===== src/rtl/muldiv_pkg.sv =====
// Shared definitions for the iterative multiply/divide unit.
//   - muldiv_op_e    : operation encodings on op[2:0]
//   - muldiv_state_t : control FSM states
//   - MULDIV_WIDTH   : default operand width
//   - DIV0_LO        : quotient returned on divide-by-zero (all ones)
//   - MULDIV_LAT     : cycles from accepted start to the write strobe (WIDTH+2)
package muldiv_pkg;

  localparam int MULDIV_WIDTH = 32;
  localparam int MULDIV_LAT   = MULDIV_WIDTH + 2;
  localparam logic [MULDIV_WIDTH-1:0] DIV0_LO = '1;

  // op[1:0] selects the operation, op[2] selects accumulate (MADD/MSUB family).
  typedef enum logic [2:0] {
    OP_MULT  = 3'b000,
    OP_MULTU = 3'b001,
    OP_DIV   = 3'b010,
    OP_DIVU  = 3'b011,
    OP_MADD  = 3'b100,
    OP_MADDU = 3'b101,
    OP_MSUB  = 3'b110,
    OP_MSUBU = 3'b111
  } muldiv_op_e;

  typedef enum logic [2:0] {
    S_IDLE,
    S_MUL,
    S_DIV,
    S_FIX,
    S_DONE
  } muldiv_state_t;

endpackage


===== src/rtl/muldiv_if.sv =====
// Request/result bundle between control and the multiply/divide unit.
//   master : issues start/op/operands/flush, receives busy and the HI/LO write port
//   slave  : the muldiv_unit side
interface muldiv_if
  import muldiv_pkg::*;
#(
  parameter int WIDTH = MULDIV_WIDTH
) ();

  logic             start;
  logic [2:0]       op;
  logic [WIDTH-1:0] rs_val;
  logic [WIDTH-1:0] rt_val;
  logic [WIDTH-1:0] hi_acc;
  logic [WIDTH-1:0] lo_acc;
  logic             flush;
  logic             busy;
  logic [WIDTH-1:0] hi_result;
  logic [WIDTH-1:0] lo_result;
  logic             hi_we;
  logic             lo_we;

  modport master (
    output start, op, rs_val, rt_val, hi_acc, lo_acc, flush,
    input  busy, hi_result, lo_result, hi_we, lo_we
  );

  modport slave (
    input  start, op, rs_val, rt_val, hi_acc, lo_acc, flush,
    output busy, hi_result, lo_result, hi_we, lo_we
  );

endinterface


===== src/rtl/muldiv_iter_core.sv =====
// Datapath shared by multiply and divide: a 2*WIDTH shift register, an operand
// register and one WIDTH+1-bit adder/subtractor. Each enabled step performs
// either a right-shifting shift-add (multiply) or a left-shifting restoring
// subtract (divide).
// Ports:
//   clk, rst_n : clock, async active-low reset
//   load       : capture load_a into the low half (high half cleared) and load_b
//                into the operand register; has priority over step
//   load_a     : multiplier / dividend magnitude
//   load_b     : multiplicand / divisor magnitude
//   is_div     : selects restoring-divide step instead of shift-add
//   step       : perform one iteration
//   result     : shift register; product {hi,lo} or {remainder, quotient}
module muldiv_iter_core #(
  parameter int WIDTH = 32
) (
  input  logic               clk,
  input  logic               rst_n,
  input  logic               load,
  input  logic [WIDTH-1:0]   load_a,
  input  logic [WIDTH-1:0]   load_b,
  input  logic               is_div,
  input  logic               step,
  output logic [2*WIDTH-1:0] result
);

  logic [2*WIDTH-1:0] sr;
  logic [2*WIDTH-1:0] sr_nx;
  logic [WIDTH-1:0]   opnd;
  logic [WIDTH:0]     rem_sh;
  logic [WIDTH:0]     add_a;
  logic [WIDTH:0]     add_b;
  logic               add_cin;
  logic [WIDTH+1:0]   sum;

  always_comb begin
    // Partial remainder shifted left by one, pulling in the next dividend bit.
    rem_sh = {sr[2*WIDTH-1:WIDTH], sr[WIDTH-1]};
    if (is_div) begin
      // a - b as a + ~b + 1; the carry out of bit WIDTH+1 means "no borrow".
      add_a   = rem_sh;
      add_b   = ~{1'b0, opnd};
      add_cin = 1'b1;
    end else begin
      add_a   = {1'b0, sr[2*WIDTH-1:WIDTH]};
      add_b   = {1'b0, opnd};
      add_cin = 1'b0;
    end
    sum = {1'b0, add_a} + {1'b0, add_b} + {{(WIDTH+1){1'b0}}, add_cin};

    if (is_div) begin
      if (sum[WIDTH+1]) sr_nx = {sum[WIDTH-1:0], sr[WIDTH-2:0], 1'b1};
      else              sr_nx = {rem_sh[WIDTH-1:0], sr[WIDTH-2:0], 1'b0};
    end else begin
      if (sr[0]) sr_nx = {sum[WIDTH:0], sr[WIDTH-1:1]};
      else       sr_nx = {1'b0, sr[2*WIDTH-1:1]};
    end
  end

  // NOTE: state registers use non-blocking assignments so every flop samples
  // pre-edge values regardless of process evaluation order.
  always_ff @(posedge clk or negedge rst_n) begin
    if (!rst_n) begin
      sr   <= '0;
      opnd <= '0;
    end else if (load) begin
      sr   <= {{WIDTH{1'b0}}, load_a};
      opnd <= load_b;
    end else if (step) begin
      sr   <= sr_nx;
    end
  end

  assign result = sr;

endmodule


===== src/rtl/muldiv_unit.sv =====
// Iterative multiply/divide unit feeding the register file HI/LO write port.
// One bit per cycle; the 64-bit result is written as a single HI+LO strobe
// WIDTH+2 cycles after an accepted start. Signed ops iterate on magnitudes and
// the FIX cycle applies sign correction (and accumulation when enabled).
// Ports:
//   clk, rst_n : clock, async active-low reset
//   bus        : muldiv_if.slave -- start/op/rs_val/rt_val/hi_acc/lo_acc/flush in,
//                busy/hi_result/lo_result/hi_we/lo_we out
// Configuration:
//   MULDIV_MADD_EN : when defined, op[2]=1 selects MADD/MADDU/MSUB/MSUBU using
//                    {hi_acc,lo_acc}; when undefined such starts are ignored.
module muldiv_unit
  import muldiv_pkg::*;
#(
  parameter int WIDTH = MULDIV_WIDTH
) (
  input  logic clk,
  input  logic rst_n,
  muldiv_if.slave bus
);

  localparam int CW = $clog2(WIDTH);
  localparam logic [CW-1:0] LAST = CW'(WIDTH - 1);

  muldiv_state_t state, state_nx;
  logic [CW-1:0]      cnt;
  logic               accept;
  logic               step;
  logic               in_signed, in_div, rs_neg, rt_neg;
  logic [WIDTH-1:0]   rs_mag, rt_mag;
  logic               rs_neg_q, rt_neg_q, div_q, div0_q;
  logic [WIDTH-1:0]   rs_q;
  logic [2*WIDTH-1:0] core_res;
  logic [2*WIDTH-1:0] prod;
  logic [WIDTH-1:0]   quo, rem, fix_hi, fix_lo;
  logic [WIDTH-1:0]   hi_q, lo_q;

`ifdef MULDIV_MADD_EN
  logic               acc_en_q, acc_sub_q;
  logic [2*WIDTH-1:0] acc_q;
  assign accept = (state == S_IDLE) && bus.start;
`else
  logic unused_acc;
  assign unused_acc = ^{bus.hi_acc, bus.lo_acc};
  assign accept = (state == S_IDLE) && bus.start && !bus.op[2];
`endif

  // Operand decode at the accepting edge; op[0]=0 means signed.
  always_comb begin
    in_signed = !bus.op[0];
    in_div    = bus.op[1] && !bus.op[2];
    rs_neg    = in_signed && bus.rs_val[WIDTH-1];
    rt_neg    = in_signed && bus.rt_val[WIDTH-1];
    rs_mag    = rs_neg ? -bus.rs_val : bus.rs_val;
    rt_mag    = rt_neg ? -bus.rt_val : bus.rt_val;
  end

  // NOTE: every always_comb output gets a default first so no path leaves it
  // unassigned and no latch is inferred.
  always_comb begin
    state_nx = state;
    step     = 1'b0;
    case (state)
      S_IDLE: if (accept) state_nx = in_div ? S_DIV : S_MUL;
      S_MUL, S_DIV: begin
        step = 1'b1;
        if (cnt == LAST) state_nx = S_FIX;
      end
      S_FIX:   state_nx = S_DONE;
      S_DONE:  state_nx = S_IDLE;
      default: state_nx = S_IDLE;
    endcase
    // Flush kills anything in flight; in IDLE it has no effect, so start wins.
    if (bus.flush && state != S_IDLE) state_nx = S_IDLE;
  end

  always_ff @(posedge clk or negedge rst_n) begin
    if (!rst_n) begin
      state <= S_IDLE;
      cnt   <= '0;
    end else begin
      state <= state_nx;
      if (accept)    cnt <= '0;
      else if (step) cnt <= cnt + 1'b1;
    end
  end

  // Operation context captured once at accept; later input changes are ignored.
  always_ff @(posedge clk or negedge rst_n) begin
    if (!rst_n) begin
      rs_neg_q  <= 1'b0;
      rt_neg_q  <= 1'b0;
      div_q     <= 1'b0;
      div0_q    <= 1'b0;
      rs_q      <= '0;
`ifdef MULDIV_MADD_EN
      acc_en_q  <= 1'b0;
      acc_sub_q <= 1'b0;
      acc_q     <= '0;
`endif
    end else if (accept) begin
      rs_neg_q  <= rs_neg;
      rt_neg_q  <= rt_neg;
      div_q     <= in_div;
      div0_q    <= in_div && (bus.rt_val == '0);
      rs_q      <= bus.rs_val;
`ifdef MULDIV_MADD_EN
      acc_en_q  <= bus.op[2];
      acc_sub_q <= bus.op[1];
      acc_q     <= {bus.hi_acc, bus.lo_acc};
`endif
    end
  end

  // Multiplier is shifted out of the low half, so it is load_a; the
  // multiplicand stays in the operand register.
  muldiv_iter_core #(.WIDTH(WIDTH)) u_core (
    .clk    (clk),
    .rst_n  (rst_n),
    .load   (accept),
    .load_a (in_div ? rs_mag : rt_mag),
    .load_b (in_div ? rt_mag : rs_mag),
    .is_div (state == S_DIV),
    .step   (step),
    .result (core_res)
  );

  // FIX: sign correction, divide special cases, optional accumulate.
  always_comb begin
    prod = (rs_neg_q ^ rt_neg_q) ? -core_res : core_res;
`ifdef MULDIV_MADD_EN
    if (acc_en_q) prod = acc_sub_q ? (acc_q - prod) : (acc_q + prod);
`endif
    quo = core_res[WIDTH-1:0];
    rem = core_res[2*WIDTH-1:WIDTH];
    // Quotient truncates toward zero; remainder follows the dividend's sign.
    // The 0x80000000 / -1 case falls out as 0x80000000 with remainder 0.
    if (rs_neg_q ^ rt_neg_q) quo = -quo;
    if (rs_neg_q)            rem = -rem;
    if (div0_q) begin
      quo = '1;
      rem = rs_q;
    end
    if (div_q) {fix_hi, fix_lo} = {rem, quo};
    else       {fix_hi, fix_lo} = prod;
  end

  // Result registers load at FIX->DONE and hold until the next completed op.
  always_ff @(posedge clk or negedge rst_n) begin
    if (!rst_n) begin
      hi_q <= '0;
      lo_q <= '0;
    end else if (state == S_FIX && !bus.flush) begin
      hi_q <= fix_hi;
      lo_q <= fix_lo;
    end
  end

  assign bus.busy      = (state != S_IDLE);
  assign bus.hi_we     = (state == S_DONE) && !bus.flush;
  assign bus.lo_we     = (state == S_DONE) && !bus.flush;
  assign bus.hi_result = hi_q;
  assign bus.lo_result = lo_q;

endmodule


===== src/flat_wrapper.sv =====
// flat-port wrapper written by rule: the top's interface ports become plain ports
module muldiv_unit_flat import muldiv_pkg::*;
#(
  parameter int WIDTH = MULDIV_WIDTH
)
  (clk, rst_n, bus_start, bus_op, bus_rs_val, bus_rt_val, bus_hi_acc, bus_lo_acc, bus_flush, bus_busy, bus_hi_result, bus_lo_result, bus_hi_we, bus_lo_we);
  muldiv_if #(.WIDTH(WIDTH)) bus_i ();
  input  logic clk;
  input  logic rst_n;
  input wire logic [$bits(bus_i.start)-1:0] bus_start;
  input wire logic [$bits(bus_i.op)-1:0] bus_op;
  input wire logic [$bits(bus_i.rs_val)-1:0] bus_rs_val;
  input wire logic [$bits(bus_i.rt_val)-1:0] bus_rt_val;
  input wire logic [$bits(bus_i.hi_acc)-1:0] bus_hi_acc;
  input wire logic [$bits(bus_i.lo_acc)-1:0] bus_lo_acc;
  input wire logic [$bits(bus_i.flush)-1:0] bus_flush;
  output wire logic [$bits(bus_i.busy)-1:0] bus_busy;
  output wire logic [$bits(bus_i.hi_result)-1:0] bus_hi_result;
  output wire logic [$bits(bus_i.lo_result)-1:0] bus_lo_result;
  output wire logic [$bits(bus_i.hi_we)-1:0] bus_hi_we;
  output wire logic [$bits(bus_i.lo_we)-1:0] bus_lo_we;
  assign bus_i.start = bus_start;
  assign bus_i.op = bus_op;
  assign bus_i.rs_val = bus_rs_val;
  assign bus_i.rt_val = bus_rt_val;
  assign bus_i.hi_acc = bus_hi_acc;
  assign bus_i.lo_acc = bus_lo_acc;
  assign bus_i.flush = bus_flush;
  assign bus_busy = bus_i.busy;
  assign bus_hi_result = bus_i.hi_result;
  assign bus_lo_result = bus_i.lo_result;
  assign bus_hi_we = bus_i.hi_we;
  assign bus_lo_we = bus_i.lo_we;
  muldiv_unit #(.WIDTH(WIDTH)) u_core (.clk(clk), .rst_n(rst_n), .bus(bus_i));
endmodule

===== config.mk =====
export PLATFORM = sky130hd
export DESIGN_NAME = muldiv_unit_flat
export DESIGN_NICKNAME = d
export VERILOG_FILES = /design/src/rtl/muldiv_pkg.sv /design/src/rtl/muldiv_if.sv /design/src/rtl/muldiv_iter_core.sv /design/src/rtl/muldiv_unit.sv /design/src/flat_wrapper.sv
export SDC_FILE = /design/constraint.sdc
export NUM_CORES = 1
export LEC_CHECK = 0
export CAP_MARGIN = 5
export CORE_MARGIN = 5
export CORE_UTILIZATION = 52
export DETAILED_ROUTE_END_ITERATION = 10
export HOLD_SLACK_MARGIN = 0.12
export PLACE_DENSITY_LB_ADDON = 0.12
export SETUP_SLACK_MARGIN = 0.5
export SYNTH_ARGS = -nofsm -noshare
export SYNTH_HDL_FRONTEND = slang
export SYNTH_SLANG_ARGS = --single-unit

===== constraint.sdc =====
create_clock -name clk -period 4.1 [get_ports clk]
set_clock_uncertainty 0.2 [all_clocks]
set_input_delay 0.82 -clock clk [delete_from_list [all_inputs] [get_ports clk]]
set_output_delay 0.82 -clock clk [all_outputs]
set_load 0.02 [all_outputs]

==> results.txt, run 1 <==
* Hold Crit Class: reg2reg
* Cell depth of the worst flop-to-flop path: 15
- Final hold violations: 0
* Area fraction of the dominant cell type after synthesis: 32.0%
- The root buffer cell chosen for the clock tree is clkbuf_16.
* Width of the chip: 185 µm
- The worst register-to-register path has a setup slack of 230 ps.
* Type of origin of the critical path: flip-flop
- At the later pin of the worst-skew pair, clock insertion delay measures 570 ps.
- In the final routed layout, each cell accounts on average for 22.4 µm.
* Post-Synthesis Cell Area: 15,900 µm²
* Fillers: 2,516
* Sort of element at the end of the critical path: flip-flop
* DR vias: 16.5k
- Flop and latch count out of synthesis: 204
- Relative slew margins: 28.0%
* Clock buffers created by TritonCTS: 25
* Worst Max-Slew Pin Slew: 1080 ps
* Top cell by count, worst path: buf_4
* Max H-tree Level: 1
* Pins over their slew limit: 0
* Startpoint of the worst-slack reg-to-reg timing path: u_core.state[2]$_DFFE_PN0P_
- Summed over all failing endpoints, the final setup total negative slack is 0 ps.
* Most common library cell in the layout ignoring fill and taps: nand2_1
- Of the total synthesized cell area, the portion taken by AND, OR, NAND and NOR gates is 21.3%.
* Number of violations reported at the end of detailed-routing iteration 0: 1,644
- Synth warnings: 0
- By area, the combinational part of the netlist is dominated by compound AO/OA/AOI/OAI gates.
- TritonCTS built the clock tree.
* Max Root-Sink Buffers: 3
- Dominant cells by area after synthesis: dfrtp_1 (32%), nand2_1 (9.9%), xnor2_1 (8.0%)
- A synthesized cell averages 7.71 µm².
- Synthesized netlist net count: 2,242
- The worst hold path passes through 2 cells.
- Setup violations remaining at the end of the flow were counted as 0.
* Family with the most delay on the worst path: compound AO/OA/AOI/OAI gates
* Placeable core region: 30,400 µm²
- Post-detailed-routing wire length: 59,000 µm
* Delay of the slowest cell on the worst path: 430 ps
* Area share of fa/ha/maj cells after synthesis: 3.03%
- Subtracting the final worst setup slack from the clock period gives 3870 ps.
- Once the floorplan was initialized, standard cells occupied 52.4% of the core.
* Sequence of cells on the critical path: buf_4 > or3b_4 > mux2_4 > inv_1 > fa_2 > a211oi_2 > o211a_1 > o211ai_1 > buf_4 > a31o_2 > o2111ai_2 > nand2_2 > xnor2_2 > o21ai_0 > a32o_1
* Portion of the clock cycle consumed by the worst path in the final layout: 94.5%
- Chip height: 185 µm
- The die covers 34,300 µm².
* Fraction of synthesis flops using an asynchronous set or reset pin: 100%
- After synthesis, the netlist uses 92 different library cells.
- Number of antenna violations at the first check in global routing: 0
- Worst reg2reg path endpoint: u_core.u_core.result[61]$_DFFE_PN0P_
* Max Cap Violations: 0
* Slowest cell on the critical path: or3b_4
- Together, buffers and inverters on the worst path number 3.
- Maximum fanout encountered on the critical timing path: 4
- Total Routing Usage GR: 33.7%
* Number of top-level design ports: 202
- In the final layout, the share of cells above drive strength 1 is 16.1%.
- Global-route wire length before repair: 90,700 µm
- At the worst endpoint, the arrival time is 4130 ps.
* First-pass iteration count of the detailed router: 6
- The portion of synthesized area spent on multiplexers is 2.26%.
- Cell taking the most area after synthesis: dfrtp_1
* Total number of clock tree sinks: 204
- Setup repair after global routing could not meet its margin everywhere.
- The flow ran to the end, and the final reports show no timing, DRC or antenna violations.
* Number of enable-type register cells in the synthesized netlist: 0
- Vias in the first global route: 15.9k
* Area delta synth->final: 29.2%
- By startpoint and endpoint, the worst setup path is classified as reg2reg.
- For hold timing, the worst endpoint is u_core.bus.hi_result[24]$_DFFE_PN0P_.
- XOR/XNOR share of the synthesized area: 11.5%
* Cells after Synth: 2,069
- After legalization and detailed placement, the total HPWL measured 41,800 µm.
- In the routed layout, each cell is associated on average with a via count of 6.28.
- After clock tree synthesis, the clock-pin slew on the worst setup and hold paths is 70 ps.
- Summing the areas of all compound-gate instances in the mapped netlist gives 24.9% of the synthesized area.
* DRC violation count after routing: 0
- Sum of overflow across all layers after global routing: 0
* Sequential-to-total area share from yosys stat: 32.0%
- Antenna violation net count after detailed routing: 0
* Main synth FF type: dfrtp_1
- After floorplanning, the core was divided into 64 placement rows.
* Most frequent cells in the layout: nand2_1 (406), dfrtp_1 (204), a21oi_1 (165), nor2_1 (152), o21ai_0 (145)
- Entering global routing, the biggest net connects 73 pins.
- Placer congestion estimate: 0.961
* Maximum operating frequency: 0.258 GHz
* Final Net Count: 2,385
- Count of buffers inserted at the top-level ports: 137
- The worst hold path begins at u_core.bus.hi_result[24]$_DFFE_PN0P_.
- At the worst endpoint, the required time is 4350 ps.
==> layout make-up <==
cell class	instances	area (µm²)	area share (%)
Sequential cell	204	5100	24.8
Clock inverter	7	78.8	0.383
Timing Repair Buffer	285	2860	13.9
Inverter	29	109	0.529
Tap cell	396	495	2.41
Antenna cell	1	2.50	0.0122
Clock buffer	38	744	3.62
Multi-Input combinational cell	1667	11200	54.4
==> worst max-delay path by stage <==
stage / cells after the start / from / slack, ps / to
after floorplan: 17 / u_core.state[0]$_DFFE_PN0P_ / 240 / u_core.u_core.result[48]$_DFFE_PN0P_
final: 15 / u_core.state[2]$_DFFE_PN0P_ / 230 / u_core.u_core.result[61]$_DFFE_PN0P_
after global placement: 13 / u_core.state[2]$_DFFE_PN0P_ / 60 / u_core.u_core.result[63]$_DFFE_PN0P_
after detailed placement: 14 / u_core.state[2]$_DFFE_PN0P_ / 20 / u_core.u_core.result[43]$_DFFE_PN0P_
after global routing: 14 / u_core.state[2]$_DFFE_PN0P_ / 140 / u_core.u_core.result[59]$_DFFE_PN0P_
after CTS: 15 / u_core.state[0]$_DFFE_PN0P_ / 340 / u_core.u_core.result[61]$_DFFE_PN0P_
==> cells by family (layout without fill, tap and decap cells) <==
family / after synthesis / in the layout
AOI/OAI and AO/OA: 613 / 616
xor gates and xnor gates: 208 / 208
adders and majority gates: 38 / 38
buffers and inverters: 203 / 359
DFF: 204 / 204
muxes: 35 / 35
other: 0 / 1
and+or+nand+nor: 768 / 770
==> state kept, by name (all words and copies together) (netlist names) <==
signal and cells:
u_core.u_core.result 64, u_core.bus.hi_result 32, u_core.bus.lo_result 32, u_core.rs_q 32, u_core.u_core.opnd 32, u_core.cnt 5
u_core.state 3, u_core.div0_q 1, u_core.div_q 1, u_core.rs_neg_q 1, u_core.rt_neg_q 1
==> layer usage <==
layer  track usage (%)  vias up  wire, µm
met5                 0        -         0
met2              52.1      794     26100
li1                  -     7594         -
met3              7.13      168      5170
met1              44.7     7948     23800
met4              17.6        0      3880
==> worst reg2reg max path, cell delays in order, from the launching register on <==
cell and delay [ps]:
dfrtp_1 400, buf_4 160, or3b_4 430, mux2_4 240
inv_1 60, fa_2 370, a211oi_2 290, o211a_1 230
o211ai_1 90, buf_4 150, a31o_2 230, o2111ai_2 210
nand2_2 100, xnor2_2 170, o21ai_0 140, a32o_1 290
==> synth_stat cells, types with 9 or more instances <==
cell,n
mux2i_1,30
a211oi_1,17
inv_1,27
nand2_1,422
xor2_1,61
ha_1,37
o21ai_0,155
nor2b_1,14
nand2b_1,18
o31ai_1,24
a22o_1,10
clkbuf_1,135
buf_1,27
or3_1,16
a21oi_1,176
xnor2_1,146
a31oi_1,18
o211ai_1,38
nor2_1,155
o21ai_1,23
nor4_1,16
and3_1,9
dfrtp_1,204
nand3_1,32
nor3_1,34
o221ai_1,47
o41ai_1,10
a21o_1,21
==> timing repair <==
action / in CTS / in global routing
endpoints found under the setup margin: 33 / 44
hold buffers: 1 / 0
hold endpoints to repair: 19 / 0
gates cloned: 8 / 4
pin swaps: 23 / 36
buffers inserted: 34 / 20
gates resized for setup: 87 / 79
==> stage by stage <==
stage / hold WS [ps] / instance area, µm² / worst slack (ps) / util [%] / std cells
2_1_floorplan: 245 / 16200 / 240 / - / 2069
4_1_cts: 272 / 19900 / 344 / 65.4 / 2602
5_1_grt: 310 / 20600 / 142 / 67.7 / 2626
3_3_place_gp: 259 / 18100 / 60.7 / 59.4 / 2514
3_5_place_dp: 257 / 18100 / 21.7 / 59.4 / 2514
6_report: 272 / 20600 / 225 / 67.7 / 2627
Power of run 1 is left out: the tool's default activity adds up to more than one toggle a clock period on the data nets, which glitch-free logic cannot reach.
==> run 2: changes to the inputs <==
--- a/config.mk
+++ b/config.mk
@@ -7,7 +7,7 @@
 export LEC_CHECK = 0
 export CAP_MARGIN = 5
 export CORE_MARGIN = 5
-export CORE_UTILIZATION = 52
+export CORE_UTILIZATION = 45
 export DETAILED_ROUTE_END_ITERATION = 10
 export HOLD_SLACK_MARGIN = 0.12
 export PLACE_DENSITY_LB_ADDON = 0.12
==> run 2 against run 1 <==
Flip-flop and latch count is the same; sequential share of layout area shrank 0.91 points; first-iteration DRC count shrank 3.5%; count of clock-buffer cells in the layout grew 3; critical path type unchanged.
==> results.txt, run 2 (synthesized netlist as in run 1, its figures left out) <==
- Before antenna repair, the detailed router went through 7 iterations.
- Cell depth of the worst flop-to-flop path: 16
- Pin placement for this block handled 202 I/O pins.
- The register with the most flip-flops in the layout has 64 of them.
- TritonCTS built the clock tree.
- RSZ-0062 raised after global routing: true
* Global-route wire length before repair: 96,000 µm
- Routability-driven placement finished with a final weighted congestion of 0.940.
* Arr. time, crit path: 4140 ps
- Cells with a size suffix above 1 make up 19.9% of the layout.
- The worst register-to-register path ends at u_core.u_core.result[39]$_DFFE_PN0P_.
* Most common library cell in the layout ignoring fill and taps: nand2_1
- Hold Buf Count CTS: 0
- In this run, CTS created clock tree buffers numbering 26.
* Cell chosen for the clock root: clkbuf_16
- Run status: complete, no violations
- The number of antenna violations at the first check in global routing is 1.
- Row generation in the floorplan step produced 69 rows.
* Antenna fix cells: 0
- Critical path class: reg2reg
- Count of buffers inserted at the top-level ports: 137
- Fin util: 60.6%
* Post-detailed-routing wire length: 63,100 µm
- Critical Path Start: u_core.state[2]$_DFFE_PN0P_
- Estimated wirelength of the detail-placed design: 43,900 µm
- After layout, the minimum clock period comes to 3900 ps.
- The worst setup path is launched from a flip-flop.
- From synthesis to final layout, the design area changed by 34.1%.
* Placeable core region: 35,300 µm²
- Total number of clock tree sinks: 204
* Relative slew margins: 38.5%
- Startpoint of the worst-slack reg-to-reg timing path: u_core.state[2]$_DFFE_PN0P_
- The worst path meets setup with 199 ps of slack.
- The count of final hold-check violations is 0.
- Maximum number of pins on one net before global-route repair: 91
* Average wire per standard cell: 22.9 µm
- Dividing the final minimum period by the clock period gives 95.2%.
- Across all hold checks on the routed design, the worst slack comes to 147 ps.
* Final Net Count: 2,455
- At the worst endpoint, the required time is 4340 ps.
- Starting utilization of the core area: 45.2%
- DRC violation count after routing: 0
- Following the worst setup path forward leads to its endpoint at u_core.u_core.result[39]$_DFFE_PN0P_.
* Vias in the first global route: 16.4k
- Measured along the y axis, the die boundary spans 198 µm.
- Pins over their slew limit: 0
* Maximum operating frequency: 0.256 GHz
- Max Cap Violations: 0
- For flop-to-flop paths, the worst setup slack is 200 ps.
- DR vias: 16.7k
- Using the TritonRoute via totals, the vias-per-cell ratio works out to 6.06.
* Antenna violation net count after detailed routing: 0
- At the pin with the least slew margin, the transition time is 920 ps.
* Max Root-Sink Buffers: 3
- STA classifies the critical path endpoint as a flip-flop.
- Setup violations remaining at the end of the flow were counted as 0.
- For this run the aggregate overflow at the end of global routing stands at 0.
- Max H-tree Level: 1
- The library cells used most frequently in the layout, excluding fill and tap cells, are nand2_1 (400), dfrtp_1 (203), buf_4 (171), a21oi_1 (162), nor2_1 (152).
* Hold Crit Class: in2async
* Number of violations reported at the end of detailed-routing iteration 0: 1,587
- The floorplan step defined a die boundary enclosing 39,300 µm².
- Clock latency of the later-clocked register in the worst-skew pair: 560 ps
- Clock-pin slew was measured on the worst setup and hold paths at 60 ps.
* Width of the chip: 198 µm
- Maximum fanout encountered on the critical timing path: 7
- In the global route stage, overall resource usage came out at 31.1%.
- Setup WS pre-CTS: -26.0 ps
-- run 2: cell count changes in the layout (fill, tap and decap cells not counted), moves of 3 or more --
cell	before	now
buf_4	117	171
buf_6	6	17
xnor2_2	13	22
nand2_4	6	13
nand2_1	406	400
xnor2_1	123	117
buf_12	14	19
o21ai_0	145	140
a21oi_1	165	162
buf_8	2	5
ha_1	17	14
nor3_1	27	24
xnor2_4	10	7
-- run 2: worst min-delay path by stage --
stage	from	endpoint	cells after the start
after detailed placement	u_core.bus.hi_result[24]$_DFFE_PN0P_	u_core.bus.hi_result[24]$_DFFE_PN0P_	2
after CTS	rst_n	u_core.u_core.result[38]$_DFFE_PN0P_	1
after global routing	rst_n	u_core.u_core.result[38]$_DFFE_PN0P_	1
final	rst_n	u_core.u_core.result[44]$_DFFE_PN0P_	1
after floorplan	u_core.rs_q[11]$_DFFE_PN0P_	u_core.rs_q[11]$_DFFE_PN0P_	2
after global placement	u_core.bus.hi_result[14]$_DFFE_PN0P_	u_core.bus.hi_result[14]$_DFFE_PN0P_	2
-- run 2: layout make-up --
| type | instances | area [µm²] |
|---|---|---|
| repair buffers | 354 | 3440 |
| flip-flops and latches | 204 | 5110 |
| clock buffers | 41 | 788 |
| fillers | 3161 | 13900 |
| inverters | 29 | 109 |
| multi-input cells | 1667 | 11400 |
| clock inverters | 2 | 10.0 |
| well taps | 461 | 577 |
-- run 2: timing repair --
action / CTS / global route
buffers inserted: 72 / 10
pin swaps: 65 / 38
setup endpoints to repair: 33 / 40
gates resized for setup: 164 / 51
cloned: 9 / 1
-- run 2: worst max-delay path, stage by stage, from the launching register on --
cell	delay (ps)
dfrtp_2	440
or3b_4	440
buf_8	160
buf_6	130
xnor2_4	210
ha_4	240
a21o_1	180
a21o_1	210
a41oi_2	250
o31a_1	270
a21oi_4	70
a31oi_4	330
buf_12	170
nand2_8	70
buf_12	160
o221ai_2	170
nand2_1	80
-- run 2: stage by stage --
stage / instance area [µm²] / setup TNS [ps] / std cells
after floorplan: 16200 / 0 / 2069
after detailed placement: 18500 / -29.1 / 2623
final: 21400 / 0 / 2758
after CTS: 21000 / 0 / 2747
after global routing: 21400 / 0 / 2758
after global placement: 18500 / 0 / 2623
-- run 2: per-layer routing --
metal  up-vias  GRT usage, %  routed length [µm]
met4         0          12.8                2900
met1      8131          41.6               26300
met3       144          5.14                4490
met5         -             0                   0
li1       7725             -                   -
met2       726          50.4               29400
Power of run 2 is left out for the same reason.
==> run 3: changes to the inputs <==
--- a/config.mk
+++ b/config.mk
@@ -7,7 +7,7 @@
 export LEC_CHECK = 0
 export CAP_MARGIN = 5
 export CORE_MARGIN = 5
-export CORE_UTILIZATION = 45
+export CORE_UTILIZATION = 50
 export DETAILED_ROUTE_END_ITERATION = 10
 export HOLD_SLACK_MARGIN = 0.12
 export PLACE_DENSITY_LB_ADDON = 0.12
==> run 3 against run 2 <==
Count of clock-buffer cells in the layout decreased by 5; critical path depth shrank 3; flip-flop and latch count stayed put; global-route usage grew 0.89 points; worst hold slack got worse by 22 ps; critical path type unchanged; largest cell class unchanged.
==> results.txt, run 3 (synthesized netlist as in run 1, its figures left out) <==
* First-pass iteration count of the detailed router: 5
* Area of combinational cells with multiple inputs: 11,000 µm²
* Final hold violations: 0
- The net count of the finished layout is 2,378.
- Counting along the longest clock path gives a buffer depth of 3.
- The number of global-route vias before repair is 15.8k.
* Clock transition at the registers of the reported paths: 60 ps
* Maximum fanout encountered on the critical timing path: 22
* RSZ-0062 raised after global routing: true
- The final critical path takes up 92.8% of the cycle.
- In this run the vertical extent of the chip is 189 µm.
- Max Cap Violations: 0
- Largest register FFs: 64
- Area delta synth->final: 27.4%
- The later pin in the worst-skew pair is clocked with a latency of 550 ps.
- Fillers: 2,692
* Count of buffers inserted at the top-level ports: 137
* Antenna fix cells: 0
- Max H-tree Level: 1
- Floorplan row count: 65
* Estimated wirelength of the detail-placed design: 42,100 µm
- Tracing the worst setup path back leads to its startpoint at u_core.state[2]$_DFFE_PN0P_.
- STA classifies the critical path endpoint as a flip-flop.
* Placer congestion estimate: 0.963
* Post-detailed-routing wire length: 59,400 µm
- The worst setup path is of the reg2reg kind.
- The number of slew-limit violations in the final report came to 0.
- Timing would allow up to 0.263 GHz.
- In this run the count of I/O pins placed on the die edge is 202.
- Clock tree from TritonCTS: yes
- Width of the chip: 189 µm
- Starting utilization of the core area: 50.5%
- Seq. cell area: 5100 µm²
* Placeable core region: 31,600 µm²
* Arr. time, crit path: 4040 ps
- Total number of clock tree sinks: 204
- After detailed routing, the number of vias per cell comes to 6.29.
- Global-route wire length before repair: 90,600 µm
- Worst Max-Slew Pin Slew: 1040 ps
* Number of violations reported at the end of detailed-routing iteration 0: 1,807
* Total negative setup slack: 0 ps
* Run status: complete, no violations
- Across every metal layer, demand over resource in global routing totals 32.0%.
- The number of antenna violations at the first check in global routing came to 1.
- Most frequent cells in the layout: nand2_1 (414), dfrtp_1 (204), a21oi_1 (166), nor2_1 (152), o21ai_0 (149)
- The worst pin sits at a relative slew slack of 30.9%.
* Final setup vio count: 0
* Worst Path Required: 4340 ps
- In this run the critical register-to-register path is launched from u_core.state[2]$_DFFE_PN0P_.
- In the routed design, unresolved DRC markers number 0.
- Most common library cell in the layout ignoring fill and taps: nand2_1
- The die covers 35,600 µm².
* Type of origin of the critical path: flip-flop
* Average wire per standard cell: 22.6 µm
* DR vias: 16.5k
- The detail route stage leaves a number of antenna-violating nets equal to 0.
- Clock buffers created by TritonCTS: 25
* Share of post-route cells with drive strength above 1: 15.1%
- Hold Crit Class: in2async
- The clock period could shrink to 3810 ps.
* Maximum number of pins on one net before global-route repair: 79
- Sum of overflow across all layers after global routing: 0
- Cell chosen for the clock root: clkbuf_16
-- run 3: changes by cell type in the layout (fill, tap and decap cells not counted), moves of 9 or more --
| cell | delta |
|---|---|
| buf_4 | -52 |
| nand2_1 | +14 |
| buf_6 | -13 |
| nand2_4 | -12 |
| buf_12 | -9 |
| o21ai_0 | +9 |
-- run 3: worst max-delay path, stage by stage (launching register included) --
cell and delay [ps]:
dfrtp_1 380, or3b_4 470, buf_12 200, xnor2_1 390
ha_4 240, o21ai_0 120, a211o_1 350, o211ai_1 340
a31o_2 250, o2111ai_2 150, nand2_1 130, xnor2_2 130
a21oi_1 90, a32o_1 260
-- run 3: metrics by stage --
| stage | cells | setup WS (ps) | cell area [µm²] | hold slack, ps | util [%] |
|---|---|---|---|---|---|
| global route | 2624 | 199 | 20300 | 180 | 64.3 |
| finish | 2624 | 295 | 20300 | 125 | 64.3 |
| detailed placement | 2527 | 75.5 | 18200 | 260 | 57.6 |
| floorplan | 2069 | 240 | 16200 | 245 | - |
| global placement | 2527 | 136 | 18200 | 253 | 57.6 |
| CTS | 2619 | 350 | 20100 | 175 | 63.6 |
-- run 3: timing repair --
item / CTS / global route
cloned: 9 / 1
endpoints found under the setup margin: 32 / 42
setup buffers: 39 / 4
gates resized for setup: 89 / 30
pin swaps: 36 / 11
hold endpoints to repair: 0 / 0
hold buffers: 0 / 0
-- run 3: worst paths after layout --
kind,end,slack [ps],depth (start not counted)
max,u_core.u_core.result[62]$_DFFE_PN0P_,290,13
min,u_core.u_core.result[36]$_DFFE_PN0P_,130,1
max reg2reg,u_core.u_core.result[62]$_DFFE_PN0P_,290,13
min reg2reg,u_core.bus.hi_result[14]$_DFFE_PN0P_,280,2
max in group asynchronous,u_core.u_core.result[31]$_DFFE_PN0P_,2780,2
min in group clk,u_core.bus.hi_result[14]$_DFFE_PN0P_,280,2
-- run 3: final cells by class --
| cell class | count | share of cell area, % |
|---|---|---|
| Tap cell | 402 | 2.48 |
| Sequential cell | 204 | 25.1 |
| Inverter | 29 | 0.536 |
| Multi-Input combinational cell | 1665 | 54.2 |
| Timing Repair Buffer | 280 | 13.6 |
| Clock buffer | 36 | 3.58 |
| Clock inverter | 8 | 0.462 |
-- run 3: metal layers --
layer,global-route usage [%],part of all wire (%),vias to the layer above
li1,-,-,7579
met1,43.5,41,7942
met2,50.1,45,830
met3,5.65,8.7,156
met4,14.7,5.1,0
met5,0,0,-
Power of run 3 is left out for the same reason.
